<file path="config.mk">
export PLATFORM = sky130hd
export DESIGN_NAME = lv_mode_ctrl_flat
export DESIGN_NICKNAME = d
export VERILOG_FILES = /design/src/rtl/lv_mode_ctrl_pkg.sv /design/src/rtl/lv_mode_ctrl_if.sv /design/src/rtl/lv_mode_ctrl_adc_rr.sv /design/src/rtl/lv_mode_ctrl.sv /design/src/flat_wrapper.sv
export SDC_FILE = /design/constraint.sdc
export NUM_CORES = 1
export LEC_CHECK = 0
export ABC_AREA = 1
export BUFFER_PORTS_ARGS = -buffer_cell sky130_fd_sc_hd__clkbuf_2
export CORE_MARGIN = 2
export CORE_UTILIZATION = 44
export CTS_BUF_LIST = sky130_fd_sc_hd__clkbuf_8
export DETAILED_ROUTE_END_ITERATION = 12
export GPL_TIMING_DRIVEN = 0
export PLACE_DENSITY = 0.67
export SYNTH_ARGS = -nofsm -noshare
export SYNTH_HDL_FRONTEND = slang
export SYNTH_HIERARCHICAL = 1
export SYNTH_SLANG_ARGS = --single-unit
</file>
<file path="constraint.sdc">
create_clock -name clk -period 1.79 [get_ports clk]
set_input_delay 0.358 -clock clk [delete_from_list [all_inputs] [get_ports clk]]
set_output_delay 0.358 -clock clk [all_outputs]
set_load 0.005 [all_outputs]
</file>
<file path="src/rtl/lv_mode_ctrl_pkg.sv">
// Shared types and mode-vector bit positions for the LV operating-mode controller.
package lv_mode_ctrl_pkg;

    typedef enum logic [2:0] {
        ST_RST    = 3'd0,
        ST_NORMAL = 3'd1,
        ST_CFG    = 3'd2,
        ST_BIST   = 3'd3,
        ST_FSISO  = 3'd4
    } lv_mode_st_e;

    localparam int MODE_RST_BIT    = 0;
    localparam int MODE_NORMAL_BIT = 1;
    localparam int MODE_CFG_BIT    = 2;
    localparam int MODE_BIST_BIT   = 3;
    localparam int MODE_FSISO_BIT  = 4;
    localparam int MODE_ADC_LSB    = 5;

    // efuse_done sits directly above the variable-width ADC enable field
    function automatic int mode_efuse_bit(input int adc_num);
        return MODE_ADC_LSB + adc_num;
    endfunction

endpackage

</file>
<file path="src/rtl/lv_mode_ctrl_if.sv">
// Request/status bundle between the SPI register bank (master) and the mode controller (slave).
interface lv_mode_ctrl_if #(
    parameter int ADC_NUM = 2
);
    logic               efuse_load_done_i;
    logic               cfg_req_i;
    logic               cfg_exit_i;
    logic               bist_req_i;
    logic               bist_done_i;
    logic               bist_fail_i;
    logic               fsiso_req_i;
    logic               fsiso_clr_i;
    logic [ADC_NUM-1:0] adc_scan_en_i;
    logic [ADC_NUM+5:0] mode_o;
    logic               mode_chg_o;
    logic               efuse_tmo_o;
    logic               bist_fail_o;

    modport master (
        output efuse_load_done_i, cfg_req_i, cfg_exit_i, bist_req_i, bist_done_i,
               bist_fail_i, fsiso_req_i, fsiso_clr_i, adc_scan_en_i,
        input  mode_o, mode_chg_o, efuse_tmo_o, bist_fail_o
    );

    modport slave (
        input  efuse_load_done_i, cfg_req_i, cfg_exit_i, bist_req_i, bist_done_i,
               bist_fail_i, fsiso_req_i, fsiso_clr_i, adc_scan_en_i,
        output mode_o, mode_chg_o, efuse_tmo_o, bist_fail_o
    );

endinterface

</file>
<file path="src/rtl/lv_mode_ctrl_adc_rr.sv">
// Round-robin ADC channel scheduler: one-hot over enabled channels, ADC_SLOT_CYC cycles each.
// Latency: run/enables sampled at an edge show on adc_en after that edge; no backpressure.
module lv_adc_rr_sched #(
    parameter int ADC_NUM      = 2,
    parameter int ADC_SLOT_CYC = 16
) (
    input  logic               clk,
    input  logic               rst_n,
    input  logic               run,
    input  logic [ADC_NUM-1:0] adc_scan_en_i,
    output logic [ADC_NUM-1:0] adc_en
);
    localparam int IDX_W  = (ADC_NUM > 1) ? $clog2(ADC_NUM) : 1;
    localparam int SLOT_W = $clog2(ADC_SLOT_CYC + 1);

    logic [IDX_W-1:0]  cur_q;
    logic [IDX_W-1:0]  nxt_idx;
    logic [IDX_W-1:0]  low_idx;
    logic [SLOT_W-1:0] slot_q;
    logic              active_q;

    // Descending loops so the lowest index / nearest-above channel is the last write
    always_comb begin
        int j;
        low_idx = '0;
        nxt_idx = cur_q;
        j       = 0;
        for (int i = ADC_NUM - 1; i >= 0; i--) begin
            if (adc_scan_en_i[IDX_W'(i)]) low_idx = IDX_W'(i);
        end
        for (int k = ADC_NUM; k >= 1; k--) begin
            j = int'(cur_q) + k;
            if (j >= ADC_NUM) j = j - ADC_NUM;
            if (adc_scan_en_i[IDX_W'(j)]) nxt_idx = IDX_W'(j);
        end
    end

    always_ff @(posedge clk or negedge rst_n) begin
        if (!rst_n) begin
            cur_q    <= '0;
            slot_q   <= '0;
            active_q <= 1'b0;
        end else if (!run || (adc_scan_en_i == '0)) begin
            cur_q    <= '0;
            slot_q   <= '0;
            active_q <= 1'b0;
        end else if (!active_q) begin
            cur_q    <= low_idx;
            slot_q   <= '0;
            active_q <= 1'b1;
        end else if (!adc_scan_en_i[cur_q] || (slot_q == SLOT_W'(ADC_SLOT_CYC - 1))) begin
            cur_q  <= nxt_idx;
            slot_q <= '0;
        end else begin
            slot_q <= slot_q + SLOT_W'(1);
        end
    end

    assign adc_en = active_q ? (ADC_NUM'(1) << cur_q) : '0;

endmodule

</file>
<file path="src/rtl/lv_mode_ctrl.sv">
// LV mode controller: mode FSM, efuse/BIST watchdogs, sticky fault flags, mode vector.
// Latency: requests sampled at an edge are reflected on mode_o at that edge; no backpressure.
module lv_mode_ctrl
    import lv_mode_ctrl_pkg::*;
#(
    parameter int ADC_NUM      = 2,
    parameter int ADC_SLOT_CYC = 16,
    parameter int EFUSE_TMO    = 200,
    parameter int BIST_TMO     = 1024
) (
    input logic           clk,
    input logic           rst_n,
    lv_mode_ctrl_if.slave bus
);
    localparam int EF_W = $clog2(EFUSE_TMO + 1);
    localparam int BI_W = $clog2(BIST_TMO + 1);

    lv_mode_st_e        state_q;
    lv_mode_st_e        state_nxt;
    logic [EF_W-1:0]    efuse_cnt_q;
    logic [BI_W-1:0]    bist_cnt_q;
    logic               efuse_done_q;
    logic               efuse_tmo_q;
    logic               bist_fail_q;
    logic               mode_chg_q;
    logic               set_done;
    logic               set_tmo;
    logic               set_fail;
    logic               run;
    logic [ADC_NUM-1:0] adc_en;
    logic [ADC_NUM+5:0] mode;

    // Scheduler keys off the next state so the ADC enable lands with the state change
    assign run = (state_nxt == ST_NORMAL);

    lv_adc_rr_sched #(
        .ADC_NUM      (ADC_NUM),
        .ADC_SLOT_CYC (ADC_SLOT_CYC)
    ) u_adc_rr (
        .clk           (clk),
        .rst_n         (rst_n),
        .run           (run),
        .adc_scan_en_i (bus.adc_scan_en_i),
        .adc_en        (adc_en)
    );

    always_ff @(posedge clk or negedge rst_n) begin
        if (!rst_n) begin
            state_q      <= ST_RST;
            mode_chg_q   <= 1'b0;
            efuse_cnt_q  <= '0;
            bist_cnt_q   <= '0;
            efuse_done_q <= 1'b0;
            efuse_tmo_q  <= 1'b0;
            bist_fail_q  <= 1'b0;
        end else begin
            state_q      <= state_nxt;
            mode_chg_q   <= (state_nxt != state_q);
            efuse_cnt_q  <= (state_q == ST_RST && state_nxt == ST_RST) ? efuse_cnt_q + EF_W'(1) : '0;
            bist_cnt_q   <= (state_q == ST_BIST && state_nxt == ST_BIST) ? bist_cnt_q + BI_W'(1) : '0;
            efuse_done_q <= efuse_done_q | set_done;
            efuse_tmo_q  <= efuse_tmo_q | set_tmo;
            bist_fail_q  <= bist_fail_q | set_fail;
        end
    end

    always_comb begin
        state_nxt = state_q;
        set_done  = 1'b0;
        set_tmo   = 1'b0;
        set_fail  = 1'b0;
        case (state_q)
            ST_RST: begin
                if (bus.efuse_load_done_i) begin
                    state_nxt = ST_NORMAL;
                    set_done  = 1'b1;
                end else if (efuse_cnt_q == EF_W'(EFUSE_TMO - 1)) begin
                    state_nxt = ST_NORMAL;
                    set_tmo   = 1'b1;
                end
            end
            ST_NORMAL: begin
                if (bus.fsiso_req_i)     state_nxt = ST_FSISO;
                else if (bus.cfg_req_i)  state_nxt = ST_CFG;
                else if (bus.bist_req_i) state_nxt = ST_BIST;
            end
            ST_CFG: begin
                if (bus.fsiso_req_i)     state_nxt = ST_FSISO;
                else if (bus.cfg_exit_i) state_nxt = ST_NORMAL;
            end
            ST_BIST: begin
                if (bus.fsiso_req_i) begin
                    state_nxt = ST_FSISO;
                end else if (bus.bist_done_i) begin
                    state_nxt = bus.bist_fail_i ? ST_FSISO : ST_NORMAL;
                    set_fail  = bus.bist_fail_i;
                end else if (bist_cnt_q == BI_W'(BIST_TMO - 1)) begin
                    state_nxt = ST_FSISO;
                    set_fail  = 1'b1;
                end
            end
            ST_FSISO: begin
                if (bus.fsiso_clr_i && !bus.fsiso_req_i) state_nxt = ST_NORMAL;
            end
            default: state_nxt = ST_RST;
        endcase
    end

    always_comb begin
        mode                               = '0;
        mode[MODE_RST_BIT]                 = (state_q == ST_RST);
        mode[MODE_NORMAL_BIT]              = (state_q == ST_NORMAL);
        mode[MODE_CFG_BIT]                 = (state_q == ST_CFG);
        mode[MODE_BIST_BIT]                = (state_q == ST_BIST);
        mode[MODE_FSISO_BIT]               = (state_q == ST_FSISO);
        mode[MODE_ADC_LSB +: ADC_NUM]      = adc_en;
        mode[mode_efuse_bit(ADC_NUM)]      = efuse_done_q;
    end

    assign bus.mode_o      = mode;
    assign bus.mode_chg_o  = mode_chg_q;
    assign bus.efuse_tmo_o = efuse_tmo_q;
    assign bus.bist_fail_o = bist_fail_q;

endmodule

</file>
<file path="src/flat_wrapper.sv">
// flat-port wrapper written by rule: the top's interface ports become plain ports
module lv_mode_ctrl_flat import lv_mode_ctrl_pkg::*;
#(
    parameter int ADC_NUM      = 2,
    parameter int ADC_SLOT_CYC = 16,
    parameter int EFUSE_TMO    = 200,
    parameter int BIST_TMO     = 1024
)
  (clk, rst_n, bus_efuse_load_done_i, bus_cfg_req_i, bus_cfg_exit_i, bus_bist_req_i, bus_bist_done_i, bus_bist_fail_i, bus_fsiso_req_i, bus_fsiso_clr_i, bus_adc_scan_en_i, bus_mode_o, bus_mode_chg_o, bus_efuse_tmo_o, bus_bist_fail_o);
  lv_mode_ctrl_if #(.ADC_NUM(ADC_NUM)) bus_i ();
  input logic clk;
  input logic rst_n;
  input wire logic [$bits(bus_i.efuse_load_done_i)-1:0] bus_efuse_load_done_i;
  input wire logic [$bits(bus_i.cfg_req_i)-1:0] bus_cfg_req_i;
  input wire logic [$bits(bus_i.cfg_exit_i)-1:0] bus_cfg_exit_i;
  input wire logic [$bits(bus_i.bist_req_i)-1:0] bus_bist_req_i;
  input wire logic [$bits(bus_i.bist_done_i)-1:0] bus_bist_done_i;
  input wire logic [$bits(bus_i.bist_fail_i)-1:0] bus_bist_fail_i;
  input wire logic [$bits(bus_i.fsiso_req_i)-1:0] bus_fsiso_req_i;
  input wire logic [$bits(bus_i.fsiso_clr_i)-1:0] bus_fsiso_clr_i;
  input wire logic [$bits(bus_i.adc_scan_en_i)-1:0] bus_adc_scan_en_i;
  output wire logic [$bits(bus_i.mode_o)-1:0] bus_mode_o;
  output wire logic [$bits(bus_i.mode_chg_o)-1:0] bus_mode_chg_o;
  output wire logic [$bits(bus_i.efuse_tmo_o)-1:0] bus_efuse_tmo_o;
  output wire logic [$bits(bus_i.bist_fail_o)-1:0] bus_bist_fail_o;
  assign bus_i.efuse_load_done_i = bus_efuse_load_done_i;
  assign bus_i.cfg_req_i = bus_cfg_req_i;
  assign bus_i.cfg_exit_i = bus_cfg_exit_i;
  assign bus_i.bist_req_i = bus_bist_req_i;
  assign bus_i.bist_done_i = bus_bist_done_i;
  assign bus_i.bist_fail_i = bus_bist_fail_i;
  assign bus_i.fsiso_req_i = bus_fsiso_req_i;
  assign bus_i.fsiso_clr_i = bus_fsiso_clr_i;
  assign bus_i.adc_scan_en_i = bus_adc_scan_en_i;
  assign bus_mode_o = bus_i.mode_o;
  assign bus_mode_chg_o = bus_i.mode_chg_o;
  assign bus_efuse_tmo_o = bus_i.efuse_tmo_o;
  assign bus_bist_fail_o = bus_i.bist_fail_o;
  lv_mode_ctrl #(.ADC_NUM(ADC_NUM), .ADC_SLOT_CYC(ADC_SLOT_CYC), .EFUSE_TMO(EFUSE_TMO), .BIST_TMO(BIST_TMO)) u_core (.clk(clk), .rst_n(rst_n), .bus(bus_i));
endmodule
</file>
Yosys cells after proc, flatten, opt, wreduce, memory -nomap -nowiden
Index checks and enable logic that the tools add are counted.
{"block": "word_totals", "mem_bits_rw": 0, "memories": 0, "mem_bits_ro": 0, "ff_bits": 33, "inputBits": 12, "out_inout_bits": 11, "latchBits": 0, "elab_cells": 93}
{"block": "classes", "reduce_logical": 12, "bitwise_logic": 3, "shift": 1, "n_mul": 0, "add_sub_neg": 7, "magnitude_cmp": 5, "div": 0, "eq_ne": 12, "n_mux": 43}
{"cell": "3-bit 2-to-1 mux", "count": 12}
{"cell": "1-bit 2-to-1 mux", "count": 24}
{"cell": "5-bit 2-to-1 mux", "count": 3}
{"cell": "3-bit one-hot mux with 5 select lines", "count": 1}
{"cell": "11-bit by 1-bit adder with 11-bit output, second input constant", "count": 1}
{"cell": "11-bit by 10-bit == test with 1-bit output, second input constant", "count": 1}
{"cell": "11-bit 2-to-1 mux", "count": 1}
{"cell": "3-bit by 2-bit == test with 1-bit output, second input constant", "count": 3}
{"cell": "8-bit by 1-bit adder with 8-bit output, second input constant", "count": 1}
{"cell": "8-bit == test, second input constant", "count": 1}
{"cell": "8-bit 2-to-1 mux", "count": 1}
{"cell": "3-bit by 1-bit == test with 1-bit output, second input constant", "count": 2}
{"cell": "3-bit zero test", "count": 2}
{"cell": "1-bit by 3-bit less-than comparator with 1-bit output, second input constant", "count": 2}
{"cell": "5-bit by 1-bit adder with 5-bit output, second input constant", "count": 1}
{"cell": "5-bit by 4-bit == test with 1-bit output, second input constant", "count": 1}
{"cell": "4-bit by 1-bit inequality test with 1-bit output, second input constant", "count": 1}
{"cell": "1-bit by 2-bit adder with 3-bit output, second input constant", "count": 1}
{"cell": "3-bit == test, second input constant", "count": 1}
{"cell": "3-bit by 2-bit greater-or-equal comparator with 1-bit output, second input constant", "count": 1}
{"cell": "1-bit logical AND", "count": 3}
{"cell": "1-bit zero test", "count": 3}
{"cell": "3-bit by 1-bit inequality test with 1-bit output, second input constant", "count": 1}
{"cell": "3-bit inequality test", "count": 1}
{"cell": "10 further kinds", "count": 14}

Logic depth before layout (Yosys ltp)
Gate-level depths: netlist of the first run.
{"block": "logic_depth", "word_depth": 11, "ltp_mapped": 13}

Cells and area by module
The synthesis of the first run kept the hierarchy.
{"mod": "lv_mode_ctrl", "n_inst": 1, "area_each_um2": 1383.8, "cells_per_inst": 165}
{"mod": "lv_adc_rr_sched", "n_inst": 1, "area_each_um2": 336.6, "cells_per_inst": 38}

Worst setup path before layout of the first run
Ideal clock, no wire load.
{"block": "synth_path", "kind": "register to register", "from": "register u_core.efuse_cnt_q[0]", "to": "register u_core.u_adc_rr.slot_q[2]", "setup_slack_ns": 0.210, "arrival_time_ns": 1.460, "n_path_buf": 0, "path_stages_with_launch": 14, "period_less_slack_ns": 1.580, "cell_sequence": "dfrtp_1 > ha_1 > nand2_1 > nor3_1 > nand2_1 > nand2_1 > nand2_1 > nand2_2 > nor2_4 > nor2_1 > o21ai_1 > nor2_2 > nand2_2 > nor2_1"}
{"block": "synth_between", "elab_chain_cells": 8}
{"item": "start: declaration", "line": "lv_mode_ctrl.sv:20", "source": "logic [EF_W-1:0] efuse_cnt_q;"}
{"item": "start signal: assignment", "line": "lv_mode_ctrl.sv:59", "source": "efuse_cnt_q <= (state_q == ST_RST && state_nxt == ST_RST) ? efuse_cnt_q + EF_W'(1) : '0;"}
{"item": "8-bit == test", "line": "lv_mode_ctrl.sv:77", "source": "end else if (efuse_cnt_q == EF_W'(EFUSE_TMO - 1)) begin"}
{"item": "3-bit 2-to-1 mux", "line": "lv_mode_ctrl.sv:77"}
{"item": "3-bit 2-to-1 mux", "line": "lv_mode_ctrl.sv:74", "source": "if (bus.efuse_load_done_i) begin"}
{"item": "3-bit one-hot mux with 5 select lines", "line": "lv_mode_ctrl.sv:72", "source": "case (state_q)"}
{"item": "3-bit by 1-bit == test with 1-bit output", "line": "lv_mode_ctrl.sv:34", "source": "assign run = (state_nxt == ST_NORMAL);"}
{"item": "net u_core.run", "line": "lv_mode_ctrl.sv:29", "source": "logic run;"}
{"item": "1-bit zero test", "line": "lv_mode_ctrl_adc_rr.sv:43", "source": "end else if (!run || (adc_scan_en_i == '0)) begin"}
{"item": "1-bit logical OR", "line": "lv_mode_ctrl_adc_rr.sv:43"}
{"item": "5-bit 2-to-1 mux", "line": "lv_mode_ctrl_adc_rr.sv:43"}
{"item": "end signal: assignment", "line": "lv_mode_ctrl_adc_rr.sv:55", "source": "slot_q <= slot_q + SLOT_W'(1);"}
{"item": "end: declaration", "line": "lv_mode_ctrl_adc_rr.sv:19", "source": "logic [SLOT_W-1:0] slot_q;"}
The timed path passes the listed nets, and every way through them passes these cells.
A chain may end at the register's enable or synchronous reset.

Worst setup path after layout of the first run
{"block": "layout_path", "from": "register u_core.state_q[1]", "to": "output port bus_mode_o[0]"}
{"block": "layout_between", "elab_chain_cells": 1}
{"item": "start: declaration", "line": "lv_mode_ctrl.sv:18", "source": "lv_mode_st_e state_q;"}
{"item": "start signal: assignment", "line": "lv_mode_ctrl.sv:57", "source": "state_q <= state_nxt;"}
{"item": "3-bit zero test", "line": "lv_mode_ctrl.sv:111", "source": "mode[MODE_RST_BIT] = (state_q == ST_RST);"}
{"item": "end: declaration", "line": "flat_wrapper.sv:22", "source": "output wire logic [$bits(bus_i.mode_o)-1:0] bus_mode_o;"}
Every way passes these cells.

==> impl_metrics.yaml, run 1 <==
power_and_ir_drop:
  vdd_drop_max_mv: 0.662
  power_mw: 2.38
  powerDensity_mw_per_mm2: 1130
  total_leakage_power_nw: 1.02
critical_path:
  worstPathCellList: "buf_2, inv_2, nand2_2, nor2_4, buf_4, clkbuf_2"
  worst-path-buf-inv: 4
  r2r-end: "u_core/u_adc_rr/slot_q[3]$_DFF_PN0_"
  crit_family: "buffers and inverters"
  end_kind: "output pin"
  arrival_ps: 1420
  cp_max_fo: 8
  r2r_start: "u_core/efuse_cnt_q[1]$_DFF_PN0_"
  path_class: "reg -> out"
  reg2regPathDepth: 13
  ff2ff_setup_slack_ps: 50
  cp-start-kind: "flop"
  worstPathRequired_ps: 1430
  worst_path_max_delay_cell: "dfrtp_1"
  slowest_delay_ps: 350
timing:
  fmax_ghz: 0.562
  skew_ps: 6.56
  min_period_ps: 1780
  finalHoldViolCount: 0
  tightest_slew_ps: 807
  setup_slack_ps: 12.2
  setup_viol: 0
  rsz0062_at_grt: "true"
  slew_headroom_pct: 46.2
  post-route-period-util_pct: 99.3
  slew_violations: 0
layout:
  design_area_mm2: 0.00211
  layout_common_cells: "33 x dfrtp_1, 27 x nor2_1, 27 x nand2_1"
  nets: 256
  insertedDiodeCount: 0
  area_growth_pct: 22.5
  final_cells: 289
  fillers: 367
  mostFrequentLayoutCell: "dfrtp_1"
  regArea_um2: 826
  drive_gt1_share_pct: 32.0
  multi_input_area_um2: 825
placement:
  dpl-instance-area_mm2: 0.00189
  pre_cts_ws_ps: -16.0
  place_congestion: 0.762
  placed_cells: 273
  hpwlAfterDp_um: 2170
  place.port_buffers: 22
clocking:
  cts_tree: "yes"
  clk_latency_ps: 280
  htreeDepth: 2
  hold_buffers: 0
  clk_path_buf_depth: 2
  cts_root_buffer: "clkbuf_8"
  cts_buffers: 5
  cts_sinks: 33
  clk_pin_slew_ps: 70
synthesis:
  yosys.area_share.xor_xnor_pct: 5.09
  synth_top_family_by_area: "simple AND/OR/NAND/NOR gates"
  ys_ff_latch: 33
  synth_compound_area_share_pct: 4.65
  syn_inst: 203
  synth_area_leader_cell: "dfrtp_1"
  syn_area_mm2: 0.00172
  ys_types: 26
  synth_fp_nets: 219
  synth-edff-count: 0
  postSynthAreaPerCell_um2: 8.47
  yosys_warnings: 6
  async_flop_share_pct: 100
  ys_seq_area_share_pct: 48.0
  yosys.area_share.adder_pct: 2.91
  muxShareOfSynthArea_pct: 0
  synthTopCellsByArea: "dfrtp_1 48%, nor2_1 6.8%, nand2_1 6.5%"
  synth_simple_gate_area_share_pct: 32.9
  yosys_most_used_dff: "dfrtp_1"
  synth_top_area_share_pct: 48.0
drt:
  wire_per_inst_um: 11.0
  drc: 0
  dr.first_iter.drc_count: 62
  dr.pass1.iters: 4
  vias_per_cell: 4.84
  drt-total-wl_um: 3180
  via_count: 1399
  ant_nets: 0
global_route:
  grt_max_degree: 34
  track_usage_pct: 16.6
  gr-total-overflow: 0
  grt_pass1_wl_um: 5450
  grt_pass1_vias: 1270
  antenna_found_initial: 0
die:
  rows: 22
  chipHeight_um: 66.5
  die-area_mm2: 0.00443
  io_pins: 23
  start_util_pct: 46.3
  core_area_mm2: 0.00372
  die_x_um: 66.5
status:
  status: "finished, final reports clean"
job:
  cap_violations: 0
hold_path:
  hold_path.class: "in -> async"
-- power breakdown --
part	switching, mW	internal (mW)
Clock	0.260	0.448
Sequential	0.0720	0.826
Combinational	0.463	0.308
-- layout make-up --
cell class	count	area share (%)
plain buffers	3	0.831
clock buffers	6	3.92
clock inverters	2	1.60
inverters	25	4.45
multi-input cells	142	39.1
flip-flops and latches	33	39.2
well taps	48	2.85
repair buffers	30	8.07
-- stage by stage --
stage	hold slack, ps	utilization, %	setup TNS, ps
finish	154	56.7	0
global route	227	56.7	-689
CTS	180	54.5	0
detailed placement	448	50.9	-39.8
global placement	441	50.9	-83.0
floorplan	62.4	-	0
-- cell usage after synthesis, types with 2 or more instances --
cell type	n
nor2_4	3
nand4_1	8
xnor2_1	4
o21ai_0	4
nand3_1	15
nand2_2	6
inv_1	22
nor2_2	11
a21o_1	3
inv_2	3
ha_1	4
dfrtp_1	33
a21oi_1	5
nor2_1	31
buf_2	2
xor2_1	6
nor3b_1	3
nand2_1	30
nor3_1	3
-- worst max-delay path by stage --
stage | from | endpoint | slack (ps) | cells after the start
after floorplan | u_core/efuse_cnt_q[0]$_DFF_PN0_ | u_core/u_adc_rr/slot_q[2]$_DFF_PN0_ | 210 | 13
after global placement | u_core/bist_cnt_q[0]$_DFF_PN0_ | u_core/u_adc_rr/slot_q[0]$_DFF_PN0_ | -20 | 13
after detailed placement | u_core/efuse_cnt_q[0]$_DFF_PN0_ | u_core/u_adc_rr/slot_q[2]$_DFF_PN0_ | -20 | 13
after CTS | u_core/bist_cnt_q[0]$_DFF_PN0_ | u_core/u_adc_rr/slot_q[2]$_DFF_PN0_ | 2 | 13
after global routing | u_core/bist_cnt_q[0]$_DFF_PN0_ | u_core/u_adc_rr/slot_q[4]$_DFF_PN0_ | -120 | 13
final | u_core/state_q[1]$_DFF_PN0_ | bus_mode_o[0] | 10 | 6
-- flip-flops by register name (all words and copies together) (netlist names) --
| register | cells |
|---|---|
| u_core/bist_cnt_q | 11 |
| u_core/u_adc_rr/cur_q | 1 |
| u_core/efuse_done_q | 1 |
| u_core/bus.efuse_tmo_o | 1 |
| u_core/u_adc_rr/active_q | 1 |
| u_core/bus.bist_fail_o | 1 |
| u_core/efuse_cnt_q | 8 |
| u_core/state_q | 3 |
| u_core/bus.mode_chg_o | 1 |
| u_core/u_adc_rr/slot_q | 5 |
-- per-layer routing --
layer,track usage (%),wire [µm],vias up
li1,-,-,724
met1,20.7,1480,649
met5,0,0,-
met3,5.07,130,4
met2,27.3,1540,22
met4,5.36,27,0
-- worst reg2reg max path: cells and delay by family (launching register included) --
kind / cells / cell delay, ps
flops: 1 / 350
compound gates: 1 / 70
simple gates: 11 / 1070
fa+ha+maj: 1 / 200
-- kinds of logic (layout without fill, tap and decap cells) --
group                    after synthesis  in the layout
XOR/XNOR                              10             10
AND/OR/NAND/NOR                      114            114
adder cells (fa/ha/maj)                4              4
buffers and inverters                 28             66
flip-flops                            33             33
AO/OA/AOI/OAI                         14             14
-- what timing repair did --
action,CTS,global route
pin swaps,0,9
buffers inserted,1,7
gates resized for setup,3,10
setup endpoints to repair,6,8
Power figures use the tool's default switching activity.
==> run 2, diff against run 1 <==
==> constraint.sdc (replaced) <==
create_clock -name clk -period 1.79 [get_ports clk]
set_input_delay 0 -clock clk [delete_from_list [all_inputs] [get_ports clk]]
set_output_delay 0 -clock clk [all_outputs]
set_load 0.005 [all_outputs]
==> impl_metrics.yaml, run 2 (synthesis gave the netlist of run 1 again) <==
status:
  status: "finished, final reports clean"
clocking:
  clk_latency_ps: 280
  htreeDepth: 2
  clk_path_buf_depth: 2
  cts_buffers: 5
  cts_sinks: 33
  clk_pin_slew_ps: 70
  cts_tree: "yes"
  cts_root_buffer: "clkbuf_8"
layout:
  largest-register: "u_core/bist_cnt_q"
  regArea_um2: 826
  area_growth_pct: 24.3
  mostFrequentLayoutCell: "dfrtp_1"
  nets: 259
  insertedDiodeCount: 0
  drive_gt1_share_pct: 31.6
  fillers: 365
  layout_common_cells: "33 x dfrtp_1, 27 x nor2_1, 27 x nand2_1"
  largestRegisters: "u_core/bist_cnt_q (11), u_core/efuse_cnt_q (8), u_core/u_adc_rr/slot_q (5)"
  multi_input_area_um2: 825
  final_cells: 292
  largest_reg_flops: 11
placement:
  hpwlAfterDp_um: 2170
  pre_cts_ws_ps: -16.0
  placed_cells: 273
  place.port_buffers: 22
  place_congestion: 0.762
die:
  start_util_pct: 46.3
  chipHeight_um: 66.5
  core_area_mm2: 0.00372
  die-area_mm2: 0.00443
  rows: 22
  io_pins: 23
  die_x_um: 66.5
timing:
  post-route-period-util_pct: 97.8
  finalSetupTns_ps: 0
  slew_violations: 0
  setup_slack_ps: 38.6
  fmax_ghz: 0.571
  slew_headroom_pct: 46.3
  min_period_ps: 1750
  finalHoldViolCount: 0
  rsz0062_at_grt: "true"
  setup_viol: 0
  skew_ps: 6.42
  tightest_slew_ps: 805
critical_path:
  startpoint: "u_core/efuse_cnt_q[1]$_DFF_PN0_"
  ff2ff_setup_slack_ps: 40
  end_kind: "flop"
  worstPathCellList: "ha_2, nand2_2, nor3_2, nand2_1, nand2_1, nand2_2, nand2_2, nor2_4, nor2_2, o21ai_2, nor2_2, nand2_2, nor2_2"
  cp-start-kind: "flop"
  reg2regPathDepth: 13
  r2r-end: "u_core/u_adc_rr/slot_q[3]$_DFF_PN0_"
  worst_path_max_delay_cell: "dfrtp_1"
  arrival_ps: 1970
  crit_family: "simple AND/OR/NAND/NOR gates"
  cp.depth: 13
  worst-path-buf-inv: 0
  crit_end: "u_core/u_adc_rr/slot_q[3]$_DFF_PN0_"
  slowest_delay_ps: 350
  path_class: "reg -> reg"
  r2r_start: "u_core/efuse_cnt_q[1]$_DFF_PN0_"
  worstPathRequired_ps: 2010
  cp_common_cell: "nand2_2"
  cp_max_fo: 5
job:
  cap_violations: 0
global_route:
  track_usage_pct: 16.6
  grt_pass1_wl_um: 5480
  grt_pass1_vias: 1276
  grt_max_degree: 34
  antenna_found_initial: 0
  gr-total-overflow: 0
drt:
  highest_layer: "met4"
  wl_met3_um: 124
  dr.pass1.iters: 4
  dr.first_iter.drc_count: 62
  via_count: 1409
  m1WireLength_um: 1500
  vias_per_cell: 4.83
  drt-total-wl_um: 3210
  drc: 0
  ant_nets: 0
  dr_wl_met2_um: 1560
  wire_per_inst_um: 11.0
hold_path:
  hold_path.class: "in -> reg"
  worstHoldStart: "bus_adc_scan_en_i[0]"
power_and_ir_drop:
  vdd_drop_max_mv: 0.662
  total_leakage_power_nw: 1.04
  powerDensity_mw_per_mm2: 1110
run 2: power breakdown:
| part | internal (mW) | switching [mW] |
|---|---|---|
| Clock | 0.448 | 0.260 |
| Sequential | 0.826 | 0.0720 |
| Combinational | 0.313 | 0.466 |
| Total | 1.59 | 0.797 |
run 2: metal layers:
layer / GRT usage, % / vias to the layer above
met3: 5.07 / 4
met4: 5.36 / 0
met1: 20.9 / 653
li1: - / 730
met5: 0 / -
met2: 27.4 / 22
run 2: area by class of cell:
cell class | instances | share of cell area (%)
multi-input cells | 142 | 38.6
repair buffers | 33 | 9.36
clock inverters | 2 | 1.58
plain buffers | 3 | 0.819
flip-flops and latches | 33 | 38.6
inverters | 25 | 4.39
well taps | 48 | 2.81
clock buffers | 6 | 3.86
run 2: per-stage QoR:
step                util (%)  area [µm²]  power (mW)  hold slack, ps
detailed placement      50.9        1890        1.57             129
floorplan                  -        1720        1.37            -296
global placement        50.9        1890        1.56             128
CTS                     55.4        2060        2.32            4.38
finish                  57.5        2140        2.38            41.2
global route            57.5        2140        2.55            81.4
run 2: worst min path at each step:
| stage | slack [ps] | cells past startpoint | to |
|---|---|---|---|
| 6_report | 40 | 4 | u_core/u_adc_rr/cur_q$_DFFE_PN0P_ |
| 5_1_grt | 80 | 3 | u_core/u_adc_rr/cur_q$_DFFE_PN0P_ |
| 4_1_cts | 4 | 3 | u_core/u_adc_rr/active_q$_DFF_PN0_ |
| 3_5_place_dp | 130 | 1 | u_core/bist_cnt_q[9]$_DFF_PN0_ |
| 3_3_place_gp | 130 | 1 | u_core/bist_cnt_q[9]$_DFF_PN0_ |
| 2_1_floorplan | -300 | 0 | u_core/bist_cnt_q[0]$_DFF_PN0_ |
run 2: timing repair:
action                                  in CTS  in global routing
hold endpoints to repair                    35                  0
pin swaps                                    0                  9
hold buffers                                 3                  0
gates resized for setup                      3                 10
buffers inserted                             1                  7
endpoints found under the setup margin       6                  8
run 2: worst reg2reg max path, delay by kind of cell (launching register included):
kind,cells,cell delay (ps)
AOI/OAI and AO/OA,1,70
and+or+nand+nor,11,1070
DFF,1,350
adders and majority gates,1,200
==> run 3, diff against run 2 <==
==> constraint.sdc (replaced) <==
create_clock -name clk -period 1.66 [get_ports clk]
set_input_delay 0 -clock clk [delete_from_list [all_inputs] [get_ports clk]]
set_output_delay 0 -clock clk [all_outputs]
set_load 0.005 [all_outputs]
==> impl_metrics.yaml, run 3 (synthesis gave the netlist of run 1 again) <==
critical_path:
  cp-start-kind: "flop"
  worstPathCellList: "ha_2, nand2_4, nor2_4, nand3_2, nand2_1, nand2_1, nand2_2, inv_2, nor2_1, o21ai_1, nor2_2, nand2_2, nor2_1"
  end_kind: "flop"
  crit_family: "simple AND/OR/NAND/NOR gates"
  path_class: "reg -> reg"
  cp_max_fo: 5
  slowest_delay_ps: 370
  worstPathRequired_ps: 1880
  worst_path_max_delay_cell: "dfrtp_1"
  arrival_ps: 1960
  worst-path-buf-inv: 1
clocking:
  cts_buffers: 5
  clk_latency_ps: 280
  cts_sinks: 33
  clk_pin_slew_ps: 70
  cts_tree: "yes"
  htreeDepth: 2
  cts_root_buffer: "clkbuf_8"
  clk_path_buf_depth: 2
power_and_ir_drop:
  powerDensity_mw_per_mm2: 1180
  vdd_drop_max_mv: 0.750
  total_leakage_power_nw: 1.12
timing:
  slew_violations: 0
  post-route-period-util_pct: 105
  tightest_slew_ps: 802
  finalHoldViolCount: 0
  rsz0062_at_grt: "true"
  slew_headroom_pct: 46.5
  skew_ps: 6.29
  min_period_ps: 1750
  setup_viol: 7
  worst_hold_slack_ps: 41.4
  setup_slack_ps: -88.0
  fmax_ghz: 0.572
  finalSetupTns_ps: -452
global_route:
  grt_max_degree: 34
  gr-total-overflow: 0
  grt_pass1_vias: 1395
  antenna_found_initial: 0
  grt_pass1_wl_um: 6000
  track_usage_pct: 18.3
die:
  io_pins: 23
  rows: 22
  start_util_pct: 46.3
  die-area_mm2: 0.00443
  core_area_mm2: 0.00372
  chipHeight_um: 66.5
  die_x_um: 66.5
layout:
  area_growth_pct: 33.6
  mostFrequentLayoutCell: "dfrtp_1"
  drive_gt1_share_pct: 40.1
  largest-register: "u_core/bist_cnt_q"
  largest_reg_flops: 11
  largestRegisters: "u_core/bist_cnt_q (11), u_core/efuse_cnt_q (8), u_core/u_adc_rr/slot_q (5)"
  nets: 272
  insertedDiodeCount: 0
  layout_common_cells: "32 x dfrtp_1, 25 x nor2_1, 24 x nand2_1"
hold_path:
  hold_path.class: "in -> reg"
drt:
  dr.first_iter.drc_count: 53
  drt-total-wl_um: 3590
  drc: 0
  wire_per_inst_um: 11.8
  ant_nets: 0
  dr.pass1.iters: 4
  vias_per_cell: 4.89
  via_count: 1490
job:
  cap_violations: 0
placement:
  place.port_buffers: 22
  place_congestion: 0.762
  hpwlAfterDp_um: 2170
status:
  violations: "negative setup slack"
  status: "finished, violations left"
-- run 3: changes by cell type in the layout (fill, tap and decap cells not counted), sizes merged --
cell         delta
buf            +14
dlygate4sd3     -1
-- run 3: layer usage --
metal	vias up	wire length, µm	share of wire [%]	track usage [%]
met2	28	1840	51	31.8
met1	700	1570	44	22.0
li1	756	-	-	-
met5	-	0	0	0
met3	6	135	3.8	5.07
met4	0	39	1.1	5.36
-- run 3: layout make-up --
cell class / instances / area (µm²)
inverter: 25 / 93.8
fill: 332 / 1420
sequential: 33 / 827
clock inverter: 2 / 33.8
multi-input combinational: 142 / 875
timing repair buffer: 46 / 303
buffer: 3 / 23.8
tap: 48 / 60.1
clock buffer: 6 / 82.6
-- run 3: what timing repair did --
item / 4_1_cts / 5_1_grt
hold buffers: 2 / 0
endpoints found under the hold margin: 34 / 0
gates cloned: 0 / 1
endpoints found under the setup margin: 6 / 27
resized for setup: 14 / 21
pin swaps: 14 / 11
setup buffers: 17 / 5
-- run 3: final timing paths --
check | start | to | slack, ps | depth (start not counted)
worst max-delay path | u_core/bist_cnt_q[0]$_DFF_PN0_ | u_core/u_adc_rr/slot_q[1]$_DFF_PN0_ | -90 | 13
worst min-delay path | bus_adc_scan_en_i[0] | u_core/u_adc_rr/cur_q$_DFFE_PN0P_ | 40 | 4
worst max register to register | u_core/bist_cnt_q[0]$_DFF_PN0_ | u_core/u_adc_rr/slot_q[1]$_DFF_PN0_ | -90 | 13
worst min register to register | u_core/bist_cnt_q[0]$_DFF_PN0_ | u_core/bist_cnt_q[0]$_DFF_PN0_ | 460 | 1
max in group asynchronous | rst_n | u_core/state_q[2]$_DFF_PN0_ | 770 | 2
min in group asynchronous | rst_n | u_core/bist_cnt_q[9]$_DFF_PN0_ | 330 | 2
-- run 3: where the power goes --
part           internal [mW]  switching, mW  leakage, nW  total, mW
sequential             0.893         0.0663        0.446      0.959
combinational          0.424          0.564        0.613      0.988
clock                  0.483          0.283       0.0626      0.766
-- run 3: stage by stage --
step,cells,cell area (µm²),power (mW),utilization (%),setup WS [ps]
final,305,2300,2.71,61.9,-88.0
after global routing,305,2300,2.89,61.9,-221
after CTS,300,2190,2.65,59.0,-31.0
after detailed placement,273,1890,1.70,50.9,-146
after global placement,273,1890,1.68,50.9,-149
after floorplan,203,1720,1.48,-,80.2
-- run 3: tightest hold or removal path, cell delays in order --
cell	delay (ps)
clkbuf_2	110
nand3_1	70
nand2_1	70
nor2_2	40
